--- config.mk ---
export PLATFORM = sky130hd
export DESIGN_NAME = mask_rr_arbiter
export DESIGN_NICKNAME = d
export VERILOG_FILES = /design/src/rtl/mask_rr_arbiter.sv
export SDC_FILE = /design/constraint.sdc
export NUM_CORES = 1
export LEC_CHECK = 0
export CAP_MARGIN = 20
export CORE_AREA = 2 2 133 135
export DETAILED_ROUTE_END_ITERATION = 16
export DIE_AREA = 0 0 135 137
export GPL_ROUTABILITY_DRIVEN = 0
export GPL_TIMING_DRIVEN = 0
export PLACE_DENSITY = 0.63
export SKIP_CTS_REPAIR_TIMING = 1
export SYNTH_ARGS = -nofsm -noshare
export SYNTH_HDL_FRONTEND = slang
export SYNTH_SLANG_ARGS = --single-unit
--- constraint.sdc ---
create_clock -name i_clk -period 3.09 [get_ports i_clk]
set_input_delay 0.7725 -clock i_clk [delete_from_list [all_inputs] [get_ports i_clk]]
set_output_delay 0.7725 -clock i_clk [all_outputs]
set_load 0.01 [all_outputs]
--- src/rtl/mask_rr_arbiter.sv ---
// ---------------------------------------------------------------------------
// mask_rr_arbiter
//
// Registered one-hot mask arbiter. Arbitrates CH_NUM valid/ready request
// channels, holds a one-hot grant for a whole packet (until a beat with
// last), applies the grant as an AND-mask over the packed channel data and
// presents the selected beat on a single registered output port.
// Priority is round-robin (i_mode=0) or fixed, ch0 highest (i_mode=1).
//
// Parameters
//   DATA_WIDTH  width of one channel's data beat
//   CH_NUM      number of request channels (>= 2)
//   PTR_W       round-robin pointer width, derived from CH_NUM
//
// Ports
//   i_clk         clock, all logic on rising edge
//   i_rst         asynchronous, active-high reset
//   i_mode        0 = round-robin, 1 = fixed priority (sampled in IDLE only)
//   i_req_valid   per-channel beat valid
//   i_req_last    per-channel last beat of packet
//   i_req_data    packed beats, channel i at [(i+1)*DATA_WIDTH-1 : i*DATA_WIDTH]
//   o_req_ready   per-channel beat accepted when valid & ready
//   o_out_valid   output beat valid
//   o_out_data    output beat
//   o_out_last    output beat is last of packet
//   o_out_grant   one-hot source channel of output beat
//   i_out_ready   downstream accepts output beat
// ---------------------------------------------------------------------------
module mask_rr_arbiter #(
    parameter  int DATA_WIDTH = 64,
    parameter  int CH_NUM     = 4,
    localparam int PTR_W      = $clog2(CH_NUM)
) (
    input  logic                         i_clk,
    input  logic                         i_rst,
    input  logic                         i_mode,
    input  logic [CH_NUM-1:0]            i_req_valid,
    input  logic [CH_NUM-1:0]            i_req_last,
    input  logic [DATA_WIDTH*CH_NUM-1:0] i_req_data,
    output logic [CH_NUM-1:0]            o_req_ready,
    output logic                         o_out_valid,
    output logic [DATA_WIDTH-1:0]        o_out_data,
    output logic                         o_out_last,
    output logic [CH_NUM-1:0]            o_out_grant,
    input  logic                         i_out_ready
);

    localparam logic [PTR_W:0]   CH_NUM_EXT = (PTR_W+1)'(CH_NUM);
    localparam logic [PTR_W-1:0] PTR_LAST   = PTR_W'(CH_NUM - 1);

    typedef enum logic {
        ST_IDLE,
        ST_BUSY
    } state_t;

    // ------------------------------------------------------------------
    // Registers
    // ------------------------------------------------------------------
    state_t                  r_state;
    logic [CH_NUM-1:0]       r_grant;
    logic [PTR_W-1:0]        r_ptr;
    logic                    r_out_valid;
    logic [DATA_WIDTH-1:0]   r_out_data;
    logic                    r_out_last;
    logic [CH_NUM-1:0]       r_out_grant;

    // ------------------------------------------------------------------
    // Combinational signals
    // ------------------------------------------------------------------
    state_t                  w_state_nxt;
    logic [CH_NUM-1:0]       w_grant_nxt;
    logic [PTR_W-1:0]        w_ptr_nxt;

    logic                    w_out_free;
    logic [CH_NUM-1:0]       w_req_ready;
    logic                    w_xfer;
    logic                    w_beat_last;
    logic [DATA_WIDTH-1:0]   w_mask_data;
    logic [PTR_W-1:0]        w_grant_idx;

    logic [CH_NUM-1:0]       w_fix_win;
    logic                    w_fix_found;

    logic [CH_NUM-1:0]       w_rot;
    logic [PTR_W-1:0]        w_rr_off;
    logic                    w_rr_found;
    logic [PTR_W:0]          w_rr_sum;
    logic [CH_NUM-1:0]       w_rr_win;

    // ------------------------------------------------------------------
    // Handshake
    // ------------------------------------------------------------------
    // The output register can take a new beat when it is empty or being
    // drained this cycle; only the granted channel ever sees ready.
    assign w_out_free  = ~r_out_valid | i_out_ready;
    assign w_req_ready = ((r_state == ST_BUSY) && w_out_free) ? r_grant : '0;
    assign w_xfer      = |(w_req_ready & i_req_valid);
    assign w_beat_last = |(r_grant & i_req_last);
    assign o_req_ready = w_req_ready;

    // ------------------------------------------------------------------
    // Data mask: OR of every slice ANDed with its grant bit
    // ------------------------------------------------------------------
    always_comb begin
        w_mask_data = '0;
        for (int unsigned i = 0; i < CH_NUM; i++) begin
            w_mask_data = w_mask_data |
                          (i_req_data[i*DATA_WIDTH +: DATA_WIDTH] &
                           {DATA_WIDTH{r_grant[i]}});
        end
    end

    // Binary index of the current grant, used to advance the pointer
    always_comb begin
        w_grant_idx = '0;
        for (int unsigned i = 0; i < CH_NUM; i++) begin
            if (r_grant[i]) begin
                w_grant_idx = PTR_W'(i);
            end
        end
    end

    // ------------------------------------------------------------------
    // Fixed priority: lowest-index valid channel
    // ------------------------------------------------------------------
    always_comb begin
        w_fix_win   = '0;
        w_fix_found = 1'b0;
        for (int unsigned i = 0; i < CH_NUM; i++) begin
            if (i_req_valid[i] && !w_fix_found) begin
                w_fix_win[i] = 1'b1;
                w_fix_found  = 1'b1;
            end
        end
    end

    // ------------------------------------------------------------------
    // Round-robin: rotate the request vector so bit 0 is channel r_ptr,
    // find the first set bit, then map the offset back to a channel index
    // modulo CH_NUM.
    // ------------------------------------------------------------------
    assign w_rot = CH_NUM'({i_req_valid, i_req_valid} >> r_ptr);

    always_comb begin
        w_rr_off   = '0;
        w_rr_found = 1'b0;
        for (int unsigned i = 0; i < CH_NUM; i++) begin
            if (w_rot[i] && !w_rr_found) begin
                w_rr_off   = PTR_W'(i);
                w_rr_found = 1'b1;
            end
        end
    end

    always_comb begin
        w_rr_sum = {1'b0, r_ptr} + {1'b0, w_rr_off};
        if (w_rr_sum >= CH_NUM_EXT) begin
            w_rr_sum = w_rr_sum - CH_NUM_EXT;
        end
    end

    always_comb begin
        w_rr_win = '0;
        for (int unsigned i = 0; i < CH_NUM; i++) begin
            w_rr_win[i] = w_rr_found && (w_rr_sum == (PTR_W+1)'(i));
        end
    end

    // ------------------------------------------------------------------
    // FSM: state / grant / pointer
    // ------------------------------------------------------------------
    always_ff @(posedge i_clk or posedge i_rst) begin
        if (i_rst) begin
            r_state <= ST_IDLE;
            r_grant <= '0;
            r_ptr   <= '0;
        end else begin
            r_state <= w_state_nxt;
            r_grant <= w_grant_nxt;
            r_ptr   <= w_ptr_nxt;
        end
    end

    always_comb begin
        w_state_nxt = r_state;
        w_grant_nxt = r_grant;
        w_ptr_nxt   = r_ptr;
        case (r_state)
            ST_IDLE: begin
                w_grant_nxt = '0;
                if (|i_req_valid) begin
                    w_grant_nxt = i_mode ? w_fix_win : w_rr_win;
                    w_state_nxt = ST_BUSY;
                end
            end
            ST_BUSY: begin
                // Grant is held until the last beat is accepted; a stalled
                // granted channel keeps every other channel blocked.
                if (w_xfer && w_beat_last) begin
                    w_state_nxt = ST_IDLE;
                    w_grant_nxt = '0;
                    w_ptr_nxt   = (w_grant_idx == PTR_LAST) ? '0
                                                            : w_grant_idx + 1'b1;
                end
            end
            default: begin
                w_state_nxt = ST_IDLE;
                w_grant_nxt = '0;
            end
        endcase
    end

    // ------------------------------------------------------------------
    // Output register
    // ------------------------------------------------------------------
    always_ff @(posedge i_clk or posedge i_rst) begin
        if (i_rst) begin
            r_out_valid <= 1'b0;
            r_out_data  <= '0;
            r_out_last  <= 1'b0;
            r_out_grant <= '0;
        end else if (w_xfer) begin
            r_out_valid <= 1'b1;
            r_out_data  <= w_mask_data;
            r_out_last  <= w_beat_last;
            r_out_grant <= r_grant;
        end else if (i_out_ready) begin
            r_out_valid <= 1'b0;
        end
    end

    assign o_out_valid = r_out_valid;
    assign o_out_data  = r_out_data;
    assign o_out_last  = r_out_last;
    assign o_out_grant = r_out_grant;

endmodule

# Word-level counts from Yosys, hierarchy flattened
# Cells that the tools add are included.
[word_totals]
register_bits = 77
input_bits = 268
[classes]
addsub = 3
order_cmp = 1
n_eq_ne = 5
shifts = 1
n_mux = 28
n_bitwise = 12
reduce_logical = 24
[op_table]
columns = ["operator", "n"]
rows = [
  ["bitwise AND 64 bit", 4],
  ["bitwise OR 64 bit", 3],
  ["2-to-1 mux 1 bit", 16],
  ["2-to-1 mux 4 bit", 4],
  ["logical AND 1 bit", 12],
  ["OR reduction 4 bit", 3],
  ["2-to-1 mux 2 bit", 5],
  ["bitwise AND 4 bit", 2],
  ["one-hot mux 4 bit (2 select lines)", 1],
  ["right shift 8 x 2 -> 4 bit", 1],
  ["equality test 3 x 2 -> 1 bit, second input constant", 2],
  ["logical NOT 1 bit", 6],
  ["adder 2 x 2 -> 3 bit", 1],
  ["equality test 3 x 1 -> 1 bit, second input constant", 1],
  ["greater-or-equal comparator 3 bit, second input constant", 1],
  ["logical NOT 3 bit", 1],
  ["2-to-1 mux 3 bit", 1],
  ["subtractor 3 bit, second input constant", 1],
  ["adder 2 x 1 -> 2 bit, second input constant", 1],
  ["equality test 2 bit, second input constant", 1],
  ["!= test 2 x 1 -> 1 bit, second input constant", 1],
  ["NOT 1 bit", 2],
  ["one-hot mux 1 bit (2 select lines)", 1],
  ["AND reduction 2 bit", 1],
  ["other kinds (2)", 2],
]

# Logic depth before layout (Yosys ltp)
[logic_depth]
word_depth = 19
depth_mapped = 11

# Least setup slack after synthesis
# No wires, ideal clock.
[synth_path]
path_kind = "in2reg"
start = "in i_req_valid[0]"
end = "reg r_grant[1]"
setup_ps = 122
t_arrival_ps = 2463
required_time_ps = 2968
path_slack_ps = 505
cell_stages = 10
n_path_buf = 1
path_cell_list = "buf_4 > inv_1 > o311ai_0 > o21ai_0 > o211ai_1 > ha_1 > xor2_1 > nand4_1 > a32o_1 > a32o_1"
[synth_via]
elab_chain_len = 19
elab_cells_between_ends = 32
cone_classes = "2 x add/sub; 1 x order compare; 2 x eq/ne; 1 x shift; 13 x mux; 1 x bitwise; 12 x reduce/logical"
[synth_lines]
columns = ["item", "line", "rtl"]
rows = [
  ["start: declaration", "37", "input logic [CH_NUM-1:0] i_req_valid,"],
  ["right shift 8 x 2 -> 4 bit", "142", "assign w_rot = CH_NUM'({i_req_valid, i_req_valid} >> r_ptr);"],
  ["2-to-1 mux 1 bit", "148", "if (w_rot[i] && !w_rr_found) begin"],
  ["logical NOT 1 bit", "148", ""],
  ["logical AND 1 bit", "148", ""],
  ["2-to-1 mux 1 bit", "148", ""],
  ["logical NOT 1 bit", "148", ""],
  ["logical AND 1 bit", "148", ""],
  ["2-to-1 mux 1 bit", "148", ""],
  ["[... 3 more ...]", "n/a", ""],
  ["adder 2 x 2 -> 3 bit", "156", "w_rr_sum = {1'b0, r_ptr} + {1'b0, w_rr_off};"],
  ["subtractor 3 bit / greater-or-equal comparator 3 bit (equally long branches)", "158, 157", ""],
  ["2-to-1 mux 3 bit", "157", "if (w_rr_sum >= CH_NUM_EXT) begin"],
  ["equality test 3 x 1 -> 1 bit", "165", "w_rr_win[i] = w_rr_found && (w_rr_sum == (PTR_W+1)'(i));"],
  ["logical AND 1 bit", "165", ""],
  ["2-to-1 mux 4 bit", "192", "w_grant_nxt = i_mode ? w_fix_win : w_rr_win;"],
  ["2-to-1 mux 4 bit", "191", "if (|i_req_valid) begin"],
  ["one-hot mux 4 bit (2 select lines)", "188", "case (r_state)"],
  ["end signal: assignment", "179", "r_grant <= w_grant_nxt;"],
  ["end: declaration", "60", "logic [CH_NUM-1:0] r_grant;"],
]
# Parallel ways exist; a longest one is shown, timed or not.
# A chain may end at the register's enable or synchronous reset.

# Final worst setup path
[layout_path]
start = "in i_out_ready"
end = "out o_req_ready[1]"
[layout_via]
elab_chain_len = 3
[layout_lines]
columns = ["item", "line", "rtl"]
rows = [
  ["start: declaration", "45", "input logic i_out_ready"],
  ["bitwise OR 1 bit", "95", "assign w_out_free = ~r_out_valid | i_out_ready;"],
  ["logical AND 1 bit", "96", "assign w_req_ready = ((r_state == ST_BUSY) && w_out_free) ? r_grant : '0;"],
  ["2-to-1 mux 4 bit", "96", ""],
  ["end: declaration", "40", "output logic [CH_NUM-1:0] o_req_ready,"],
]
# No other way between the ends.

==> impl_summary.txt <==
----------------------------------------------------
[Route]
  Post-route ant nets ... 0
  DR vias/cell ... between 5 and 6
  Mean routed wirelength per cell ... 20.9 um
  Total Wirelength ... roughly 22000 um
  Number of design-rule violations left by the first detailed-router iteration ... about 430
  Pre-antenna DRT Iters ... 6
  Vias after detailed routing ... around 5500
  Remaining DRCs ... 0

[Clock tree]
  Number of buffers inserted during clock tree synthesis ... 9
  Insertion delay to the later sink of the worst-skew pair ... approximately 340 ps
  Clock transition at the registers of the reported paths ... around 60 ps
  Num Clock Sinks ... just under 80
  Maximum buffer depth of the clock tree ... 2
  Number of H-tree levels ... 3
  CTS tree ... done
  CTS root buf ... sky130_fd_sc_hd__clkbuf_16

[Global routing]
  Largest net degree at the start of global routing ... 43
  Antenna violations before repair ... 0
  Number of global-route vias before repair ... approximately 5700
  Global-route total usage across every layer ... 22.8%
  First-pass GRT wire length ... ~32000 um
  Gr ovfl total ... 0

[Synth]
  Synth Area in Adders ... less than 1%
  Async SR Flop Fraction ... 100%
  Flip-flop and latch count after synthesis ... between 70 and 80
  Synthesized netlist net count ... roughly 750
  Post-synthesis instance area ... around 4500 um^2
  Biggest area consumer among synthesized cells ... sky130_fd_sc_hd__dfrtp_1
  Top_reg_cell synth ... sky130_fd_sc_hd__dfrtp_1
  Yosys Warn Count ... 0
  Top cells by area in the synthesized netlist ... sky130_fd_sc_hd__dfrtp_1 (43%), sky130_fd_sc_hd__a22o_1 (13%), sky130_fd_sc_hd__a221oi_1 (12%), sky130_fd_sc_hd__o21ai_0 (7.4%), sky130_fd_sc_hd__nand2_1 (6.1%)
  Multiplexer share of the synthesized area ... between 1 and 1.5%
  Netlist cell types ... 50
  Post-Syn Instances ... around 480
  Synth Area in Compound Gates ... a little under two fifths
  Count of flip-flops with a built-in enable after synthesis ... 0
  Top-area cell type share of the netlist area ... 42.7%
  Sequential element share of the synthesized area ... between 40 and 50%
  Combinational family with the most area after synthesis ... compound AO/OA/AOI/OAI gates
  Basic-gate share of the synthesized area counting and, or, nand and nor cells ... a little under an eighth
  Average footprint of a synthesized cell ... 9.48 um^2
  Synth Area in XOR/XNOR ... 0.388%

[Cells and area]
  Layout cells sized above 1 ... slightly below 7%
  Layout net count ... 1094
  Synthesis-to-layout area growth ... 90.0%
  Ant diodes ... 0
  Core Util, Final ... between 50% and 60%

[Hold path]
  Count of cells along the worst hold path ... 2
  Startpoint of the tightest hold check path ... o_out_data[33]$_DFFE_PP0P_
  Sink of the worst hold path ... o_out_data[33]$_DFFE_PP0P_
  Classification of the worst-slack hold path ... flop to flop

[STA]
  Period Utilization, post-route ... between 90% and 100%
  Final setup violation count ... 0
  Worst Setup Slack, final ... around 120 ps
  Fin Clk Skew ... between 4 and 5 ps
  Setup repair after global routing missed its margin ... false
  Highest Clock Rate ... 337 MHz
  Post-route minimum period ... approximately 3000 ps
  Hold violation count in the final report ... 0
  Slew at the pin closest to its max-slew limit ... 769 ps
  Headroom to the max-slew limit ... between 40% and 50%
  Final number of max-transition violations ... 0
  Setup TNS ... 0 ps

[Critical path]
  Start-to-end type of the worst setup path ... input port to output port
  Worst-case reg-to-reg path depth ... 10
  Family of cells with the greatest summed delay on the critical path ... buffers and inverters
  Kind of start point of the critical path ... input port
  Setup slack of the most critical reg-to-reg path ... around 700 ps
  Crit path top cell by count ... sky130_fd_sc_hd__clkdlybuf4s50_1
  Number of buffers and inverters on the critical path ... 2
  CP max-delay cell ... sky130_fd_sc_hd__clkdlybuf4s50_1
  CP max stage delay ... about 530 ps
  Reg2reg start ... r_ptr[0]$_DFFE_PP0P_
  Worst path arrival time ... 2200 ps
  Endpoint of the lowest-slack register-to-register path ... r_grant[1]$_DFFE_PP0P_
  Critical path capture point type ... output port
  Biggest fanout along the worst timing path ... 6
  Worst-path cell chain ... clkdlybuf4s50_1 -> nand2b_1 -> and3_1 -> clkdlybuf4s50_1
  Required @ worst endpoint ... between 2000 and 2500 ps

[Floorplan]
  Full die area ... between 15000 and 20000 um^2
  Die Ht ... around 140 um
  Die width ... roughly 140 um
  Initial core utilization ... a little over a quarter
  Core region area ... about 17000 um^2
  Ports placed on the boundary ... roughly 340
  Std-Cell Rows ... 48

[Placed design]
  Post-placement worst setup slack ... -376 ps
  Post-detailed-placement half-perimeter wirelength ... approximately 17000 um
  PortBufs ... between 300 and 400

[Pwr]
  Peak supply drop ... approximately 0.31 mV
  P_leak ... ~3.4 nW
  Power per Cell Area ... between 700 and 800 nW/um^2
  Total power ... 0.00633 W

[Job]
  Reported max-cap violation count ... 0

[Outcome]
  Status ... finished clean

----------------------------------------------------
[state kept, by name, summed over array words and instances, names as in the netlist]
name         count
o_out_last       1
o_out_grant      4
o_out_valid      1
r_grant          4
r_state          1
r_ptr            2
o_out_data      64
[worst max path at each step]
stage	startpoint	endpoint	slack [ps]	cells after the start
final	i_out_ready	o_req_ready[1]	120	4
after global placement	i_rst	o_out_data[19]$_DFFE_PP0P_	-970	2
after floorplan	i_rst	o_out_data[0]$_DFFE_PP0P_	350	1
after CTS	r_grant[1]$_DFFE_PP0P_	o_req_ready[1]	-730	5
after global routing	r_grant[2]$_DFFE_PP0P_	o_req_ready[2]	30	4
after detailed placement	i_req_valid[0]	r_grant[1]$_DFFE_PP0P_	-380	11
[per-layer routing]
layer,routed length (um),track usage (%)
met1,8450,26.4
met2,11200,41.0
met3,1990,6.00
met4,413,7.35
met5,0,0
[area by class of cell]
cell class	count	area [um^2]
fill	1624	8480
timing repair buffer	342	3440
multi-input combinational	341	2300
sequential	77	1930
buffer	50	298
tap	225	282
clock buffer	12	267
clock inverter	4	45.0
inverter	4	17.5
[cells in the mapped netlist, types with 2 or more instances]
cell type	n
sky130_fd_sc_hd__nor2_1	6
sky130_fd_sc_hd__o31ai_1	4
sky130_fd_sc_hd__a32o_1	2
sky130_fd_sc_hd__buf_6	2
sky130_fd_sc_hd__nand4_1	2
sky130_fd_sc_hd__o21a_1	2
sky130_fd_sc_hd__a22o_1	66
sky130_fd_sc_hd__dfrtp_1	77
sky130_fd_sc_hd__or4_1	3
sky130_fd_sc_hd__nand3_1	4
sky130_fd_sc_hd__inv_1	4
sky130_fd_sc_hd__o21ai_0	67
sky130_fd_sc_hd__o21ai_2	2
sky130_fd_sc_hd__buf_4	11
sky130_fd_sc_hd__nor3_1	4
sky130_fd_sc_hd__and2b_4	2
sky130_fd_sc_hd__nor2b_1	3
sky130_fd_sc_hd__clkbuf_8	2
sky130_fd_sc_hd__nor4_1	2
sky130_fd_sc_hd__a22oi_1	2
sky130_fd_sc_hd__and3_1	4
sky130_fd_sc_hd__o211ai_1	2
sky130_fd_sc_hd__nand2_1	73
sky130_fd_sc_hd__clkbuf_1	37
sky130_fd_sc_hd__a221oi_1	64
sky130_fd_sc_hd__a31oi_1	2
sky130_fd_sc_hd__mux2_2	4
[metrics by stage]
stage | area (um^2) | hold WS (ps) | cells
finish | 8580 | 475 | 1055
global route | 8580 | 499 | 1055
CTS | 8540 | 480 | 1059
detailed placement | 8230 | 466 | 1043
global placement | 8210 | 462 | 1042
floorplan | 4510 | 509 | 476
[report_power, final]
part	internal [W]	leakage [nW]	switching (W)
clock network	0.000687	0.158	0.000410
logic	0.00178	2.25	0.00181
registers	0.00140	0.993	0.000241
[layout by cell type (no fill, tap or decap), drive strengths merged, types with 2 or more instances in the layout]
cell / Yosys / layout
nor2: 6 / 6
a31oi: 2 / 2
nor4: 2 / 2
dfrtp: 77 / 77
nand3: 5 / 5
a22o: 66 / 66
nor2b: 3 / 3
o31ai: 4 / 4
clkdlybuf4s50: 0 / 340
nand2: 73 / 73
o21ai: 69 / 69
or4: 3 / 3
a221oi: 64 / 64
and2b: 2 / 2
nand4: 2 / 2
a32o: 2 / 2
inv: 4 / 4
clkinv: 0 / 3
and3: 4 / 4
a22oi: 2 / 2
o211ai: 3 / 3
o21a: 2 / 2
mux2: 4 / 4
buf: 15 / 16
clkbuf: 39 / 47
nor3: 4 / 4
[worst reg2reg max path: stages, from the launching register on]
cell,delay (ps)
sky130_fd_sc_hd__dfrtp_1,370
sky130_fd_sc_hd__buf_4,170
sky130_fd_sc_hd__inv_1,70
sky130_fd_sc_hd__o311ai_0,280
sky130_fd_sc_hd__o21ai_0,140
sky130_fd_sc_hd__o211ai_1,130
sky130_fd_sc_hd__ha_2,290
sky130_fd_sc_hd__xor2_4,210
sky130_fd_sc_hd__nand4_1,120
sky130_fd_sc_hd__a32o_1,280
sky130_fd_sc_hd__a32o_1,210
[cells by family (layout without fill, tap and decap cells)]
kind of cell,Yosys count,after routing
simple gates,111,111
mux,5,5
compound gates,222,222
fa+ha+maj,1,1
flops,77,77
xor+xnor,2,2
buf+inv,58,412
No activity file was read; power rests on OpenSTA's default activity.
==> patch 1: new RTL, same settings <==
The parameter `CH_NUM` goes from 4 to 2.
--- a/src/rtl/mask_rr_arbiter.sv
+++ b/src/rtl/mask_rr_arbiter.sv
@@ -30,3 +30,3 @@
     parameter  int DATA_WIDTH = 64,
-    parameter  int CH_NUM     = 4,
+    parameter  int CH_NUM     = 2,
     localparam int PTR_W      = $clog2(CH_NUM)
Interface: changed (5 resized); port bits go from 342 to 206. The function was not compared with the original's and may differ.
==> patch 1 against the unedited design <==
Routed wire length down 49%. Die area stayed put. Synthesized area down 23%. Synthesized cell count is 49% lower. Cell area decreased by 29%. Worst setup slack got worse by 0.062 ns. Combinational power shrank 24%. Worst hold slack improved by 0.015 ns. Sequential cell count shrank 5. Total power fell by 17%. Largest cell class unchanged. Largest power group unchanged.
==> patch 1: results (changes against the unedited design) <==
Final nets - 596 (was 1094)
P_sw - 1670 uW (was 2460 uW)
Synth area leaders - dfrtp_1 52%, a22o_1 16%, mux2_2 16% (was dfrtp_1 43%, a22o_1 13%, a221oi_1 12%)
Placed Area - 5840 sq um (was 8230 sq um)
Clock skew - 0.00976 ns (was 0.00493 ns)
Hold_ws - 0.490 ns (was 0.475 ns)
FF-to-FF End - o_out_data[45]$_DFFE_PP0P_ (was r_grant[1]$_DFFE_PP0P_)
P_leak - 0.00268 uW (was 0.00340 uW)
DP Wirelength - 8590 um (was 17200 um)
Max incr delay on CP - 0.55 ns (was 0.53 ns)
Hold Path End - o_out_last$_DFFE_PP0P_ (was o_out_data[33]$_DFFE_PP0P_)
R2R Path Start - r_grant[1]$_DFFE_PP0P_ (was r_ptr[0]$_DFFE_PP0P_)
Most frequent cells after synthesis - 72 x dfrtp_1, 65 x a22o_1, 48 x mux2_2 (was 77 x dfrtp_1, 73 x nand2_1, 67 x o21ai_0)
Status - finished clean (unchanged)
Vias in the first global route - 3158 (was 5673)
Fraction of layout instances using a drive strength above 1 - 0.211 (was 0.0687)
Routed Wire Length - 11300 um (was 22000 um)
Drt first pass iters - 4 (was 6)
Synth unique cells - 25 (was 50)
PD cells - 862 nW/um^2 (was 738 nW/um^2)
Initial detailed-routing violation count - 72 (was 429)
Reg2Reg Depth - 5 (was 10)
Arrival time at the worst endpoint - 2.26 ns (was 2.20 ns)
Fin cells - 690 (was 1055)
Worst-Margin Slew - 0.536 ns (was 0.769 ns)
First-pass GRT wire length - 17100 um (was 31700 um)
Post-Syn Instances - 245 (was 476)
DP Worst Slack - 0.0520 ns (was -0.376 ns)
Crit path max fanout - 5 (was 6)
Post-synth net total - 381 (was 745)
Peak VDD IR - 0.000274 V (was 0.000313 V)
Seq. pwr - 1550 uW (was 1640 uW)
## patch 1: critical path, delay by kind of cell
family	cells	cell delay, ns
simple gates	2	0.49
buf+inv	2	1.00
## patch 1: cells by family (layout without fill, tap and decap cells)
group                  after synthesis  in the layout  synth area share
flip-flops                          72             72             0.518
AO/OA/AOI/OAI                       71             71             0.181
multiplexers                        67             67             0.236
buffers and inverters               26            246            0.0460
AND/OR/NAND/NOR                      9              9            0.0191
## patch 1: final cells by class
cell class                 instances  area, sq um
fill                            1675        10900
timing repair buffer             206         2080
sequential                        72         1800
multi-input combinational        147         1520
tap                              225          282
clock buffer                      14          274
buffer                            22          145
clock inverter                     2         12.5
inverter                           2         10.0
## patch 1: per-layer routing
| layer | vias to the layer above | part of all wire | GRT usage |
|---|---|---|---|
| met5 | - | 0 | 0 |
| met4 | 0 | 0.017 | 0.0509 |
| met3 | 12 | 0.085 | 0.0378 |
| met2 | 140 | 0.48 | 0.210 |
| met1 | 1398 | 0.42 | 0.144 |
| li1 | 1370 | - | - |
==> patch 2: new RTL, config.mk and constraints unchanged <==
Made on the original files. Add an input register stage for `i_mode`, without a reset; this delays it by one clock. The other inputs are not delayed to match.
--- a/src/rtl/mask_rr_arbiter.sv
+++ b/src/rtl/mask_rr_arbiter.sv
@@ -55,2 +55,8 @@
 
+    logic i_mode_q;
+
+    always_ff @(posedge i_clk) begin
+        i_mode_q <= i_mode;
+    end
+
     // ------------------------------------------------------------------
@@ -191,3 +197,3 @@
                 if (|i_req_valid) begin
-                    w_grant_nxt = i_mode ? w_fix_win : w_rr_win;
+                    w_grant_nxt = i_mode_q ? w_fix_win : w_rr_win;
                     w_state_nxt = ST_BUSY;
Behaviour: not the same (a bounded check fails within 4 cycles, from zero or initial values and one cycle with i_rst high).
==> patch 2 against the unedited design <==
The run now ends with negative setup slack left. Worst setup slack got worse by 0.35 ns. Total power down 2.7%. Clock skew rose by 0.0036 ns. Synthesized area fell by 2.5%. Cell area fell by 1.9%. Synthesized cell count shrank 2.9%. Sequential share of layout area rose by 0.64 points. Sequential cell count rose by 1. Routed wire length decreased by 1.9%. Critical path type is now flip-flop to primary output. Largest cell class unchanged. Highest routed layer unchanged.
==> patch 2: results (changes against the unedited design) <==
Status - finished with violations (was finished clean)
Failing checks - negative setup slack
Initial detailed-routing violation count - 335 (was 429)
P_leak - 0.00332 uW (was 0.00340 uW)
Critical Path Sink - o_req_ready[2] (was o_req_ready[1])
Peak VDD IR - 0.000264 V (was 0.000313 V)
Fin cells - 1037 (was 1055)
Relative slew slack - 0.470 (was 0.487)
Reg2Reg Depth - 9 (was 10)
Tot Pwr - 6160 uW (was 6330 uW)
Hold path startpoint - o_out_data[43]$_DFFE_PP0P_ (was o_out_data[33]$_DFFE_PP0P_)
Drt first pass iters - 5 (was 6)
DP Worst Slack - -0.260 ns (was -0.376 ns)
First-pass GRT wire length - 31400 um (was 31700 um)
Post-synth net total - 731 (was 745)
Synth Area in Compound Gates - 0.379 (was 0.371)
Synth Area in Adders - 0.00284 (was 0.00277)
Post-Syn Instances - 462 (was 476)
Vias post-DR - 5389 (was 5534)
Final WS setup - -0.236 ns (was 0.118 ns)
Most frequent cells after synthesis - 77 x dfrtp_1, 75 x nand2_1, 66 x a22o_1 (was 77 x dfrtp_1, 73 x nand2_1, 67 x o21ai_0)
Setup violation total in the final timing report - 1 (was 0)
Clock skew - 0.00849 ns (was 0.00493 ns)
Post-synthesis mux area share - 0.0125 (was 0.0122)
Post-synthesis sequential area ratio - 0.442 (was 0.427)
## patch 2: changes by cell type after synthesis, sizes merged, moves of 3 or more
cell / change
nand2: +3
clkbuf: -6
nand3: -3
o21ai: -3
buf: +6
## patch 2: area by class of cell
cell class | instances | area (sq um)
Fill cell | 1608 | 8640
Tap cell | 225 | 282
Multi-Input combinational cell | 326 | 2180
Buffer | 49 | 241
Clock buffer | 9 | 225
Inverter | 4 | 17.5
Timing Repair Buffer | 339 | 3410
Sequential cell | 78 | 1950
Clock inverter | 7 | 113
## patch 2: kinds of logic (layout without fill, tap and decap cells)
group / Yosys count / count (layout)
xor gates and xnor gates: 1 / 1
adders and majority gates: 1 / 1
AOI/OAI and AO/OA: 219 / 219
muxes: 5 / 5
and+or+nand+nor: 100 / 100
DFF: 78 / 78
buffers and inverters: 58 / 408
## patch 2: routing by layer
layer / wire length, um / vias up
met1: 8530 / 2592
met4: 459 / 0
met5: 0 / -
met2: 10900 / 268
li1: - / 2493
met3: 1690 / 36
